$ cat config.mk
export PLATFORM = sky130hd
export DESIGN_NAME = mux_n_1_rr
export DESIGN_NICKNAME = d
export VERILOG_FILES = /design/src/rtl/mux_pkg.sv /design/src/rtl/rr_pick.sv /design/src/rtl/mux_n_1_rr.sv
export SDC_FILE = /design/constraint.sdc
export NUM_CORES = 1
export LEC_CHECK = 0
export CAP_MARGIN = 20
export CORE_ASPECT_RATIO = 1.5
export CORE_UTILIZATION = 39
export CTS_CLUSTER_SIZE = 20
export DETAILED_ROUTE_END_ITERATION = 16
export PLACE_DENSITY_LB_ADDON = 0.08
export SLEW_MARGIN = 20
export SYNTH_ARGS = -nofsm -noshare
export SYNTH_HDL_FRONTEND = slang
export SYNTH_SLANG_ARGS = --single-unit
$ cat constraint.sdc
create_clock -name clk_i -period 4.6 [get_ports clk_i]
set_clock_uncertainty 0.05 [all_clocks]
set_input_delay 1.15 -clock clk_i [delete_from_list [all_inputs] [get_ports clk_i]]
set_output_delay 1.15 -clock clk_i [all_outputs]
set_load 0.01 [all_outputs]
$ cat src/rtl/mux_pkg.sv
// Shared constants and helpers for the N:1 round-robin multiplexer.
package mux_pkg;

   localparam logic MODE_MANUAL = 1'b0;
   localparam logic MODE_RR     = 1'b1;

   // A width of at least one bit keeps single-channel selects legal.
   function automatic int clog2_min1(input int n);
      return (n <= 2) ? 1 : $clog2(n);
   endfunction

endpackage

$ cat src/rtl/rr_pick.sv
// Combinational round-robin picker: the first set request at or after ptr_i, wrapping at NUM_CH.
module rr_pick
   import mux_pkg::*;
#(
   parameter  int NUM_CH = 4,
   localparam int SEL_W  = clog2_min1(NUM_CH)
) (
   input  logic [NUM_CH-1:0] req_i,
   input  logic [SEL_W-1:0]  ptr_i,
   output logic              gnt_vld_o,
   output logic [SEL_W-1:0]  gnt_idx_o
);

   localparam logic [SEL_W:0] NUM_CH_W = (SEL_W+1)'(NUM_CH);

   logic [NUM_CH-1:0] req_rot;
   logic [SEL_W-1:0]  off;
   logic [SEL_W:0]    sum;

   // Rotating a doubled copy wraps at NUM_CH, even when NUM_CH is not a power of two.
   assign req_rot = NUM_CH'({req_i, req_i} >> ptr_i);

   always_comb begin
      off = '0;
      for (int i = NUM_CH-1; i >= 0; i--) begin
         if (req_rot[i]) off = SEL_W'(i);
      end
   end

   assign gnt_vld_o = |req_rot;
   assign sum       = {1'b0, ptr_i} + {1'b0, off};
   assign gnt_idx_o = (sum >= NUM_CH_W) ? SEL_W'(sum - NUM_CH_W) : sum[SEL_W-1:0];

endmodule

$ cat src/rtl/mux_n_1_rr.sv
// N:1 valid/ready multiplexer with a registered output, selecting either manually or round-robin.
// Defining MUX_SEL_ERR_EN adds sel_err_o, which flags an out-of-range manual select.
module mux_n_1_rr
   import mux_pkg::*;
#(
   parameter  int WIDTH  = 8,
   parameter  int NUM_CH = 4,
   localparam int SEL_W  = clog2_min1(NUM_CH)
) (
   input  logic                    clk_i,
   input  logic                    rst_ni,
   input  logic [NUM_CH*WIDTH-1:0] data_i,
   input  logic [NUM_CH-1:0]       valid_i,
   output logic [NUM_CH-1:0]       ready_o,
   input  logic                    mode_i,
   input  logic [SEL_W-1:0]        sel_i,
   output logic [WIDTH-1:0]        data_o,
   output logic                    valid_o,
   output logic [SEL_W-1:0]        ch_o,
`ifdef MUX_SEL_ERR_EN
   output logic                    sel_err_o,
`endif
   input  logic                    ready_i
);

   localparam logic [SEL_W-1:0] LAST_CH = SEL_W'(NUM_CH-1);

   logic [WIDTH-1:0] data_q, data_d;
   logic             valid_q, valid_d;
   logic [SEL_W-1:0] ch_q, ch_d;
   logic [SEL_W-1:0] ptr_q, ptr_d;

   logic             load_en;
   logic             man_vld;
   logic             rr_vld;
   logic [SEL_W-1:0] rr_idx;
   logic             gnt_vld;
   logic [SEL_W-1:0] gnt_idx;
   logic [WIDTH-1:0] gnt_data;

   assign load_en = !valid_q || ready_i;

   rr_pick #(.NUM_CH(NUM_CH)) u_rr_pick (
      .req_i     (valid_i),
      .ptr_i     (ptr_q),
      .gnt_vld_o (rr_vld),
      .gnt_idx_o (rr_idx)
   );

   // Selects of NUM_CH and above match no channel, so they give no grant.
   always_comb begin
      man_vld = 1'b0;
      for (int k = 0; k < NUM_CH; k++) begin
         if (sel_i == SEL_W'(k) && valid_i[k]) man_vld = 1'b1;
      end
   end

   always_comb begin
      gnt_vld = (mode_i == MODE_RR) ? rr_vld : man_vld;
      gnt_idx = (mode_i == MODE_RR) ? rr_idx : sel_i;
   end

   always_comb begin
      ready_o  = '0;
      gnt_data = '0;
      for (int k = 0; k < NUM_CH; k++) begin
         if (gnt_idx == SEL_W'(k)) begin
            gnt_data   = data_i[k*WIDTH +: WIDTH];
            ready_o[k] = load_en && gnt_vld;
         end
      end
   end

   always_comb begin
      data_d  = data_q;
      valid_d = valid_q;
      ch_d    = ch_q;
      ptr_d   = ptr_q;
      if (load_en) begin
         valid_d = gnt_vld;
         if (gnt_vld) begin
            data_d = gnt_data;
            ch_d   = gnt_idx;
            if (mode_i == MODE_RR) ptr_d = (gnt_idx == LAST_CH) ? '0 : gnt_idx + 1'b1;
         end
      end
   end

   always_ff @(posedge clk_i or negedge rst_ni) begin
      if (!rst_ni) begin
         data_q  <= '0;
         valid_q <= 1'b0;
         ch_q    <= '0;
         ptr_q   <= '0;
      end else begin
         data_q  <= data_d;
         valid_q <= valid_d;
         ch_q    <= ch_d;
         ptr_q   <= ptr_d;
      end
   end

   assign data_o  = data_q;
   assign valid_o = valid_q;
   assign ch_o    = ch_q;

`ifdef MUX_SEL_ERR_EN
   localparam logic [SEL_W:0] NUM_CH_W = (SEL_W+1)'(NUM_CH);

   logic sel_err_q, sel_err_d;

   assign sel_err_d = (mode_i == MODE_MANUAL) && ({1'b0, sel_i} >= NUM_CH_W);

   always_ff @(posedge clk_i or negedge rst_ni) begin
      if (!rst_ni) sel_err_q <= 1'b0;
      else         sel_err_q <= sel_err_d;
   end

   assign sel_err_o = sel_err_q;
`endif

endmodule

# Word level (Yosys, flattened, before mapping)

Cells that the tools add are included.

Flip-flop bits (word level): 13
Bits in latches: 0
Memory bits (writable): 0
Memory bits (read-only): 0
Input bits: 42
Output and inout port bits: 15
Memories kept: 0

$add $sub $neg: 3
$mul: 0
Div/mod/pow operators: 0
Magnitude comparators: 1
Equal/unequal tests: 6
Shift-type cells: 1
Muxes and demuxes: 20
Bitwise gates (word level): 0
Reductions and logical operators: 12

Operator list:

| operator                                                  | number |
|---|---|
| 2-to-1 mux 8 bit                                          | 4 |
| 2-to-1 mux 2 bit                                          | 7 |
| 2-to-1 mux 1 bit                                          | 9 |
| equality test 2 bit (second input constant)               | 4 |
| right shift 8 x 2 -> 4 bit                                | 1 |
| logical AND 1 bit                                         | 5 |
| equality test 2 x 1 -> 1 bit (second input constant)      | 2 |
| zero test 2 bit                                           | 2 |
| OR reduction 4 bit                                        | 1 |
| adder 2 x 2 -> 3 bit                                      | 1 |
| greater-or-equal comparator 3 bit (second input constant) | 1 |
| AND reduction 3 bit                                       | 1 |
| adder 2 x 1 -> 2 bit (second input constant)              | 1 |
| AND reduction 2 bit                                       | 1 |
| subtractor 2 x 1 -> 2 bit (second input constant)         | 1 |
| zero test 1 bit                                           | 1 |
| logical OR 1 bit                                          | 1 |

# Logic depth before layout (Yosys ltp)

Word-level depth: 14
Depth in mapped cells: 18
Gate-level depth less buffers: 16

# Cells and area by module

From an unflattened synthesis, not the netlist that was laid out.

Cells, all modules: 108
Area, all modules: 1083.5 µm²

Modules (own cells, without submodules):

| module     | instances | cells an instance | area an instance (µm²) |
|---|---|---|---|
| mux_n_1_rr | 1         | 85                | 903.4 |
| rr_pick    | 1         | 23                | 180.2 |

# Worst setup path before layout

OpenSTA, ideal clock, no wires.

Path kind: input to output
Start: input port valid_i[0]
End: output port ready_o[3]
Arrival time: 3.319 ns
Data required time: 3.400 ns
Slack: 0.081 ns
Stages on the path: 14
Path buffers: 3
Cells stage by stage: buf_6 > inv_1 > o21ai_0 > a21oi_1 > nor3_1 > a21oi_1 > ha_1 > xor2_1 > a31o_1 > a31oi_4 > ha_1 > clkbuf_1 > clkbuf_1 > and2_1

Longest elaborated chain between the ends: 11

Ends and longest elaborated chain:

| element                                                                               | RTL line         | source |
|---|---|---|
| start, declared                                                                       | mux_n_1_rr.sv:13 | `input logic [NUM_CH-1:0] valid_i,` |
| right shift 8 x 2 -> 4 bit (*)                                                        | rr_pick.sv:21    | `assign req_rot = NUM_CH'({req_i, req_i} >> ptr_i);` |
| 2-to-1 mux 2 bit (3 in a row)                                                         | rr_pick.sv:26    | `if (req_rot[i]) off = SEL_W'(i);` |
| 2-to-1 mux 2 bit (*)                                                                  | rr_pick.sv:26    |  |
| adder 2 x 2 -> 3 bit (*)                                                              | rr_pick.sv:31    | `assign sum = {1'b0, ptr_i} + {1'b0, off};` |
| greater-or-equal comparator 3 bit / subtractor 2 x 1 -> 2 bit (equally long branches) | rr_pick.sv:32    | `assign gnt_idx_o = (sum >= NUM_CH_W) ? SEL_W'(sum - NUM_CH_W) : sum[SEL_W-1:0];` |
| 2-to-1 mux 2 bit (*)                                                                  | rr_pick.sv:32    |  |
| 2-to-1 mux 2 bit (*)                                                                  | mux_n_1_rr.sv:60 | `gnt_idx = (mode_i == MODE_RR) ? rr_idx : sel_i;` |
| named net gnt_idx[1]                                                                  | mux_n_1_rr.sv:38 | `logic [SEL_W-1:0] gnt_idx;` |
| equality test 2 bit (*)                                                               | mux_n_1_rr.sv:67 | `if (gnt_idx == SEL_W'(k)) begin` |
| 2-to-1 mux 1 bit (*)                                                                  | mux_n_1_rr.sv:67 |  |
| end, declared                                                                         | mux_n_1_rr.sv:14 | `output logic [NUM_CH-1:0] ready_o,` |

The timed path passes the listed nets; every way through them passes the cells marked *.

# Worst setup path in the final report

Start: input port valid_i[2]
End: output port ready_o[2]

Same word-level chain as after synthesis.

==> impl_metrics.ini <==
[worst_setup_path]
crit_required_ns = 3.40
crit_path_max_fanout = 5
end_kind = output pin
path_class = primary input to output pin
worstPathArrival_ns = 3.29
crit_path_start_kind = primary input

[timing]
finalHoldViolCount = 0
worstMarginPinSlew_ns = 0.553
finalCriticalPeriod_ns = 4.49
fmax_mhz = 223
setup_slack_ns = 0.113
tns_ns = 0
min_period_over_period_pct = 97.5
setup_viol = 0
finalMaxSlewViolations = 0
maxSlewHeadroom_pct = 63.0

[floorplanning]
core_area_mm2 = 0.00250
die_area_mm2 = 0.00293
die_y_um = 65.8
ioPinCount = 57
rows = 22
start_util_pct = 42.2
die_x_um = 44.5

[placed_design]
postPlaceCellArea_mm2 = 0.00171
place_ws_ns = -0.530
port_buffers = 56
dp.cells = 221
finalWeightedCongestion = 0.760
hpwlAfterDp_um = 2510

[run_status]
status = finished clean

[route]
vias = 1183
drt_iter0_drc = 19
drtPass1Iterations = 4
drc = 0
vias_per_cell = 5.23
routed_wl_um = 3230
ant_nets = 0
wl_per_cell_um = 14.3

[cells_and_area]
register_area_um2 = 325
final_cell_mix = 48 x clkdlybuf4s50_1, 20 x a21oi_1, 13 x dfrtp_1, 13 x buf_4, 12 x nor2_1
final_core_utilization_pct = 70.1
layout_commonest_cell = clkdlybuf4s50_1
final_cell_count_no_fill = 226
layout-drive-gt1-share_pct = 18.9
finalNetCount = 238
area_delta_synth_final_pct = 66.2
multiInputGateArea_um2 = 689
postLayoutCellArea_mm2 = 0.00176
antenna_cells = 0
fill_cells = 215

[power]
peakVddDrop_mv = 0.289
seqPwrFrac_pct = 24.6
p_clk_share_pct = 7.8
p_sw_share_pct = 41.5
p_leak_nw = 0.743
power_density_mw_per_mm2 = 505
combPwrFrac_pct = 67.6
p_sw_mw = 0.368
internal_power_mw = 0.519

[clocking]
cts_max_path_buffers = 2
numCtsBuffers = 3
htree_levels = 1
cts.sinks = 13
ctsHoldBuffers = 0
clock_latency_ns = 0.27
clk_pin_slew_ns = 0.08
cts_tree = done
cts_root_buf = clkbuf_4

[grt]
grt_pass1_wl_um = 5110
grtUsageTotal_pct = 23.5
grt_max_degree = 20
grt_pass1_vias = 1208
antenna_found_initial = 0
grt_overflow = 0

[synthesis]
synth_enable_flop_cells = 0
async_flop_share_pct = 100
syn_nets = 170
postSynthAreaPerCell_um2 = 8.60
yosysWarnings = 0
syn_area_mm2 = 0.00106
postSynthCellCount = 123
synthFlopType = dfrtp_1
synth_seq_area_share_pct = 30.8
synth.distinct_cells = 33
yosys_register_bits = 13

[run]
cap_violations = 0

[min_path]
hold_class = flop to flop
-- worst paths after layout --
kind | cells after the start | from | slack (ns) | end
worst max-delay path | 12 | valid_i[2] | 0.11 | ready_o[2]
worst min-delay path | 1 | data_o[6]$_DFFE_PN0P_ | 0.47 | data_o[6]$_DFFE_PN0P_
worst max register to register | 17 | ptr_q[1]$_DFFE_PN0P_ | 1.19 | data_o[0]$_DFFE_PN0P_
worst min register to register | 1 | data_o[6]$_DFFE_PN0P_ | 0.47 | data_o[6]$_DFFE_PN0P_
max in group asynchronous | 1 | rst_ni | 2.96 | ch_o[0]$_DFFE_PN0P_
min in group asynchronous | 1 | rst_ni | 1.18 | data_o[1]$_DFFE_PN0P_
-- Yosys cell counts (2+ instances only) --
library cell	number	area share, %
nor2_1	12	4.3
dfrtp_1	13	31
and2_1	3	1.8
nand2b_1	3	1.8
nor3_1	9	4.3
ha_1	5	5.9
nand2_1	5	1.8
o21ai_0	2	0.95
nor2b_1	9	5.3
o211ai_1	2	1.4
a21oi_1	21	9.9
mux2i_1	3	2.8
a221oi_1	7	5.8
inv_1	5	1.8
clkbuf_1	4	1.4
buf_6	3	3.2
-- critical path, cell delays in order --
cell and delay, ns:
dlygate4sd2_1 0.25, buf_4 0.16, a21oi_2 0.12, nor3_2 0.06
a21oi_1 0.15, ha_2 0.22, xor2_2 0.16, nand4_1 0.16
a31oi_4 0.26, ha_1 0.19, and2_1 0.11, dlygate4sd2_1 0.29
-- metrics by stage --
stage,hold slack (ns),power [mW]
final,0.469,0.887
after global routing,0.513,0.970
after CTS,0.477,0.881
after detailed placement,0.451,0.808
after global placement,0.436,0.790
after floorplan,0.480,0.545
-- flip-flops by register name (all words and copies together), names as in the netlist --
register  flops
ch_o          2
data_o        8
valid_o       1
ptr_q         2
-- kinds of logic after synthesis --
| logic type | after synthesis | share of synthesized area, % |
|---|---|---|
| xor+xnor | 1 | 0.829 |
| buf+inv | 13 | 6.86 |
| mux | 6 | 7.81 |
| fa+ha+maj | 5 | 5.92 |
| compound gates | 37 | 23.6 |
| flops | 13 | 30.8 |
| simple gates | 48 | 24.3 |
-- repair_timing --
action	in CTS	in global routing
resized for setup	15	13
buffers inserted	1	0
pin swaps	3	4
endpoints found under the setup margin	4	4
-- metal layers --
layer	GRT usage (%)	share of wire [%]
met4	7.58	2.2
met2	45.6	57
met3	6.01	5.8
met5	0	0
met1	23.0	35
-- layout make-up --
cell class | instances | area share [%]
clock buffer | 4 | 1.50
inverter | 5 | 1.07
sequential | 13 | 18.5
timing repair buffer | 71 | 37.1
multi-input combinational | 97 | 39.2
tap | 36 | 2.56
-- power groups by stage --
stage | logic [mW] | registers (mW) | clock network [mW]
2_1_floorplan | 0.322 | 0.222 | 0
3_3_place_gp | 0.577 | 0.213 | 0
3_5_place_dp | 0.593 | 0.215 | 0
4_1_cts | 0.595 | 0.214 | 0.0716
5_1_grt | 0.666 | 0.225 | 0.0794
6_report | 0.600 | 0.218 | 0.0693
No activity file was read; power rests on OpenSTA's default activity.
